--- config.mk ---
export PLATFORM = sky130hd
export DESIGN_NAME = gray_to_binary
export DESIGN_NICKNAME = d
export VERILOG_FILES = /design/src/rtl/gray_to_binary_pkg.sv /design/src/rtl/gray2bin_comb.sv /design/src/rtl/gray_to_binary.sv
export SDC_FILE = /design/constraint.sdc
export NUM_CORES = 1
export LEC_CHECK = 0
export BUFFER_PORTS_ARGS = -buffer_cell sky130_fd_sc_hd__buf_2
export CAP_MARGIN = 0
export CORE_AREA = 2 2 39 41
export CTS_BUF_LIST = sky130_fd_sc_hd__clkbuf_16
export CTS_CLUSTER_DIAMETER = 150
export DETAILED_ROUTE_END_ITERATION = 8
export DIE_AREA = 0 0 41 43
export PLACE_DENSITY_LB_ADDON = 0.15
export SYNTH_ARGS = -nofsm -noshare
export SYNTH_HDL_FRONTEND = slang
export SYNTH_SLANG_ARGS = --single-unit
--- constraint.sdc ---
create_clock -name clk -period 1.63 [get_ports clk]
set_input_delay 0.326 -clock clk [delete_from_list [all_inputs] [get_ports clk]]
set_output_delay 0.326 -clock clk [all_outputs]
set_load 0.01 [all_outputs]
--- src/rtl/gray_to_binary_pkg.sv ---
// gray_to_binary_pkg: shared helpers for the Gray-to-binary converter
package gray_to_binary_pkg;
    localparam int MAX_WIDTH = 32;

    // true when more than one bit is set: clearing the lowest set bit leaves something behind
    function automatic logic multi_bit_diff(input logic [MAX_WIDTH-1:0] d);
        return (d & (d - 32'd1)) != '0;
    endfunction
endpackage

--- src/rtl/gray2bin_comb.sv ---
// gray2bin_comb: combinational Gray-to-binary prefix XOR from the MSB
module gray2bin_comb #(
    parameter int WIDTH = 4
) (
    input  logic [WIDTH-1:0] gray,
    output logic [WIDTH-1:0] binary
);
    for (genvar b = 0; b < WIDTH; b++) begin : g_bit
        assign binary[b] = ^gray[WIDTH-1:b];
    end
endmodule

--- src/rtl/gray_to_binary.sv ---
// gray_to_binary: registered Gray-to-binary converter with valid and step-error flag
module gray_to_binary
    import gray_to_binary_pkg::*;
#(
    parameter int WIDTH = 4
) (
    input  logic             clk,
    input  logic             rst_n,
    input  logic             in_valid,
    input  logic [WIDTH-1:0] gray,
    output logic             out_valid,
    output logic [WIDTH-1:0] binary,
    output logic             step_err
);
    logic [WIDTH-1:0] bin_c;
    logic             valid_q, valid_d;
    logic [WIDTH-1:0] binary_q, binary_d;
    logic             err_q, err_d;
    logic [WIDTH-1:0] prev_q, prev_d;
    logic             have_prev_q, have_prev_d;

    gray2bin_comb #(.WIDTH(WIDTH)) u_conv (
        .gray   (gray),
        .binary (bin_c)
    );

    // every path gates gray through in_valid so idle-cycle X never reaches state
    always_comb begin
        valid_d     = in_valid;
        binary_d    = in_valid ? bin_c : binary_q;
        err_d       = in_valid ? (have_prev_q && multi_bit_diff(MAX_WIDTH'(gray ^ prev_q))) : err_q;
        prev_d      = in_valid ? gray : prev_q;
        have_prev_d = have_prev_q || in_valid;
    end

    always_ff @(posedge clk) begin
        if (!rst_n) begin
            valid_q     <= 1'b0;
            binary_q    <= '0;
            err_q       <= 1'b0;
            prev_q      <= '0;
            have_prev_q <= 1'b0;
        end else begin
            valid_q     <= valid_d;
            binary_q    <= binary_d;
            err_q       <= err_d;
            prev_q      <= prev_d;
            have_prev_q <= have_prev_d;
        end
    end

    assign out_valid = valid_q;
    assign binary    = binary_q;
    assign step_err  = err_q;
endmodule

==> results.cfg, run 1 <==
[timing]
fin_ws_ns = 0.577
final-setup-viol-count = 0
min_period_ns = 1.05
timing.fmax_mhz = 949
tightest_slew_ns = 0.259
fin_crit_sh_pct = 64.6
fin_setup_tns_ns = 0
hold_viol = 0
relSlewSlack_pct = 82.7
rsz0062_at_grt = false
finalMaxSlewViolations = 0
finalClockSkew_ns = 0.00242
holdWs_ns = 0.396

[detailed_routing]
route.vias.total = 324
drtPass1Iterations = 3
drt-vias-per-instance = 4.56
wl_per_cell_um = 10.8
drc = 0
routed_wl_um = 766
drtIter0Drc = 1
postRouteAntennaNets = 0

[setup_path]
startpoint_type = register
cp_slowest_cell = dfxtp_1
cp_num_buf_inv = 1
path_class = reg2out
cp_cell_sequence = buf_2
cp_max_fo = 3
endpoint_kind = output pin
critPathMaxStageDelay_ns = 0.35
cp.arrival_ns = 0.73
cpLargestDelayFamily = flip-flops
required_ns = 1.30

[logic_synthesis]
synth.distinct_cells = 16
synth-seq-cells = 10
async_flop_share_pct = 0
seq_area_frac_synth_pct = 43.4
netlist_instances = 42
ys_top_cells_by_area = dfxtp_1, mux2i_1, xor2_1
avgSynthCellArea_um2 = 11.0
syn-cell-area_um2 = 462
synth_top_cell_by_area = dfxtp_1
yosys_warnings = 0
synth_nets = 49
yosysTopAreaCellShare_pct = 43.4
synth_edf_count = 0
synth_top_flop_cell = dfxtp_1

[placement]
dp_slack_ns = 0.393
io_buffers = 12
gp_congestion = 0.628
hpwl_um = 536

[cts]
clockBufferDepth = 2
cts_root_buf = clkbuf_16
cts_max_level = 1
cts_hold_buf = 0
tritoncts = done
cts_resized = 0
cts_setup_buffers = 0
clock-sinks = 10
numCtsBuffers = 3
clk_latency_ns = 0.23
clk_pin_slew_ns = 0.04

[grt]
grt_max_degree = 14
grt.total_usage_pct = 10.8
gr-total-overflow = 0
grt_pass1_wl_mm = 1.22
grt_antenna_before_repair = 0
grt_pass1_vias = 288

[hold_path]
hold_class = in2reg

[floorplanning]
die_h_um = 43
core_mm2 = 0.00138
die_area_mm2 = 0.00176
io_pins = 13
initial_core_util_pct = 33.4
rows = 14
die_x_um = 41

[job]
drv_cap = 0

[power_and_ir_drop]
leakagePower_nw = 0.280
irDropWorstVdd_v = 0.000715
powerDensity_mw_per_mm2 = 1340

[status]
status = finished, final reports clean

[layout]
n_antenna_cell = 0
nNetsFinal = 63
drive_gt1_share_pct = 29.1
syn_to_final_growth_pct = 27.9
==> Yosys cell counts (2+ instances only) <==
| library cell | n |
|---|---|
| xor2_1 | 4 |
| dfxtp_1 | 10 |
| o21a_1 | 2 |
| xnor2_1 | 2 |
| buf_6 | 2 |
| mux2i_1 | 4 |
| and2_1 | 2 |
| nand2_1 | 3 |
| a211oi_1 | 2 |
| nor2b_1 | 5 |
==> path summary, 6_finish.rpt <==
| check | slack (ns) | startpoint | endpoint | cells after the start |
|---|---|---|---|---|
| setup / recovery | 0.58 | binary[3] | binary[3] | 1 |
| hold / removal | 0.40 | gray[1] | prev_q[1] | 3 |
| setup reg to reg | 0.64 | prev_q[0] | step_err | 3 |
| hold reg to reg | 0.45 | have_prev_q | have_prev_q | 1 |
==> report_power, final <==
part           leakage (nW)  switching (W)  total [W]  internal (W)
clock network        0.0385       0.000112   0.000434      0.000321
registers            0.0828     0.00000858   0.000271      0.000263
logic                 0.159      0.0000421  0.0000873     0.0000452
total                 0.280       0.000163   0.000793      0.000629
==> sequential cells by signal, indices dropped and copies added (netlist names) <==
register / cells
binary: 4
prev_q: 3
out_valid: 1
step_err: 1
have_prev_q: 1
==> cell usage in the layout, fill, tap and decap left out <==
cell       instances
buf_2             12
dfxtp_1           10
nor2b_1            5
mux2i_1            4
xor2_1             4
nand2_1            3
clkbuf_16          3
xnor2_1            2
and2_1             2
a211oi_1           2
o21a_1             2
xor3_2             1
o21ai_0            1
a21oi_1            1
o32ai_1            1
o211a_1            1
clkinv_1           1
==> cell type report <==
type	count	area, µm²
sequential	10	200
multi-input combinational	29	231
tap	16	20.0
clock buffer	3	75.1
clock inverter	1	3.75
timing repair buffer	12	60.1
fill	142	793
==> stage by stage <==
step	power, W	util (%)	instances	instance area [µm²]
global route	0.000829	42.7	71	591
detailed placement	0.000364	37.0	67	512
CTS	0.000801	42.7	71	591
global placement	0.000364	37.0	67	512
floorplan	0.000340	-	42	462
finish	0.000793	42.7	71	591
==> cells by family after synthesis <==
group / Yosys count / share of synthesized area (%)
buffers and inverters: 3 / 6.50
XOR/XNOR: 7 / 16.8
flip-flops: 10 / 43.4
AO/OA/AOI/OAI: 8 / 12.7
AND/OR/NAND/NOR: 10 / 11.9
multiplexers: 4 / 8.67
==> per-layer routing <==
| metal | wire [µm] | GRT usage [%] |
|---|---|---|
| met1 | 361 | 12.4 |
| met2 | 352 | 15.0 |
| met3 | 53 | 6.28 |
| met4 | 0 | 6.00 |
| met5 | 0 | 0 |
Note: power is estimated with default switching activity, not from simulation.
==> run 2, diff against run 1 <==
ABC_AREA = 1   (was not set)
clock period = 0.95 ns   (was 1.63 ns; I/O delays follow)
==> run 2 against run 1 <==
Sequential power grew 74%. Largest power group unchanged. Count of clock-buffer cells in the layout unchanged. Non-clock buffer count grew 1.
==> results.cfg, run 2 <==
[floorplanning]
die_h_um = 43
initial_core_util_pct = 34.8
io_pins = 13
die_x_um = 41
die_area_mm2 = 0.00176
core_mm2 = 0.00138
rows = 14

[layout]
nNetsFinal = 97
seqCellArea_um2 = 205
fill_cells = 139
drive_gt1_share_pct = 29.5
syn_to_final_growth_pct = 33.2
multi_input_area_um2 = 225
mostFrequentLayoutCell = nand2_1
n_antenna_cell = 0
layout_common_cells = nand2_1, buf_2, inv_1
largest_reg_flops = 4

[logic_synthesis]
synth_nets = 81
synth_top_cell_by_area = dfxtp_1
syn-cell-area_um2 = 482
synth_common_cells = nand2_1, inv_1, dfxtp_1, a21oi_1, nor2_1
avgSynthCellArea_um2 = 6.51
synth_edf_count = 0
seq_area_frac_synth_pct = 41.6
synth.distinct_cells = 13
synth_top_flop_cell = dfxtp_1
async_flop_share_pct = 0
synth-seq-cells = 10
yosys_warnings = 0
synth_most_common_cell = nand2_1
netlist_instances = 74
yosysTopAreaCellShare_pct = 41.6
ys_top_cells_by_area = dfxtp_1, nand2_1, inv_1

[timing]
final-setup-viol-count = 0
relSlewSlack_pct = 85.4
fin_setup_tns_ns = 0
finalMaxSlewViolations = 0
timing.fmax_mhz = 1120
rsz0062_at_grt = false
fin_ws_ns = 0.0579
finalClockSkew_ns = 0.00167
fin_crit_sh_pct = 93.9
tightest_slew_ns = 0.218
hold_viol = 0
min_period_ns = 0.892

[placement]
hpwl_um = 699
dp_slack_ns = 0.0281
io_buffers = 12
gp_congestion = 0.707

[detailed_routing]
drc = 0
postRouteAntennaNets = 0
drtIter0Drc = 15
drt-vias-per-instance = 4.26
routed_wl_um = 954
wl_per_cell_um = 9.17
drtPass1Iterations = 4
route.vias.total = 443

[cts]
numCtsBuffers = 3
clk_latency_ns = 0.23
clockBufferDepth = 2
tritoncts = done
cts_root_buf = clkbuf_16
cts_max_level = 1
clk_pin_slew_ns = 0.04
cts_hold_buf = 0
cts_setup_buffers = 0
cts_resized = 0
clock-sinks = 10

[grt]
grt_antenna_before_repair = 0
grt_pass1_vias = 383
gr-total-overflow = 0
grt_pass1_wl_mm = 1.57
grt_max_degree = 10
grt.total_usage_pct = 14.0

[setup_path]
crit_start = binary[3]
cpLargestDelayFamily = flip-flops
required_ns = 0.76
critPathMaxStageDelay_ns = 0.34
reg2reg_slack_ns = 0.08
cp_max_fo = 4
path_class = reg2out
startpoint_type = register
cp_num_buf_inv = 1
endpoint_kind = output pin
cp.arrival_ns = 0.70
cp_slowest_cell = dfxtp_2
worstReg2RegStart = prev_q[2]
cp_cell_sequence = buf_2

[hold_path]
holdCritStartpoint = rst_n
hold_class = in2reg

[power_and_ir_drop]
powerDensity_mw_per_mm2 = 2130
leakagePower_nw = 0.351
irDropWorstVdd_v = 0.00120

[status]
status = finished, final reports clean

[job]
drv_cap = 0
==> run 2: worst register-to-register path, stage by stage, from the launching register on <==
cell	delay, ns
dfxtp_2	0.32
inv_1	0.04
nand2_1	0.04
nand2_1	0.06
nor2_1	0.11
nand2_1	0.06
nand3_1	0.07
a21oi_1	0.06
==> run 2: layout make-up <==
type | instances | area share (%)
multi-input combinational | 49 | 35.1
sequential | 10 | 32.0
clock buffer | 3 | 11.7
timing repair buffer | 13 | 10.5
inverter | 13 | 7.60
tap | 16 | 3.12
==> run 2: final timing paths <==
kind | end | cells after the start
worst min register to register | have_prev_q | 2
worst max-delay path | binary[3] | 1
worst min-delay path | prev_q[0] | 3
worst max register to register | step_err | 7
==> run 2: kinds of logic after synthesis <==
| kind of cell | synth area share [%] |
|---|---|
| AOI/OAI and AO/OA | 11.4 |
| buffers and inverters | 12.7 |
| DFF | 41.6 |
| and+or+nand+nor | 29.1 |
| xor gates and xnor gates | 5.20 |
==> run 2: per-stage QoR <==
step | utilization, % | power (W) | cell area, µm² | instances | hold slack (ns)
floorplan | - | 0.000584 | 482 | 74 | 0.301
global placement | 40.2 | 0.000639 | 557 | 101 | 0.437
detailed placement | 40.2 | 0.000641 | 557 | 101 | 0.436
CTS | 45.7 | 0.00138 | 632 | 104 | 0.254
global route | 46.4 | 0.00145 | 642 | 104 | 0.267
finish | 46.4 | 0.00137 | 642 | 104 | 0.249
==> run 2: layer usage <==
metal  routed length [µm]  part of all wire [%]  track usage [%]
met1                  462                    48             16.6
met2                  442                    46             19.1
met3                   49                   5.1             9.42
met4                    0                     0             6.00
met5                    0                     0                0
==> run 2: power breakdown <==
part / leakage [nW] / internal, W / switching (W)
combinational: 0.230 / 0.0000687 / 0.000100
clock: 0.0370 / 0.000545 / 0.000184
sequential: 0.0842 / 0.000455 / 0.0000164
total: 0.351 / 0.00107 / 0.000301
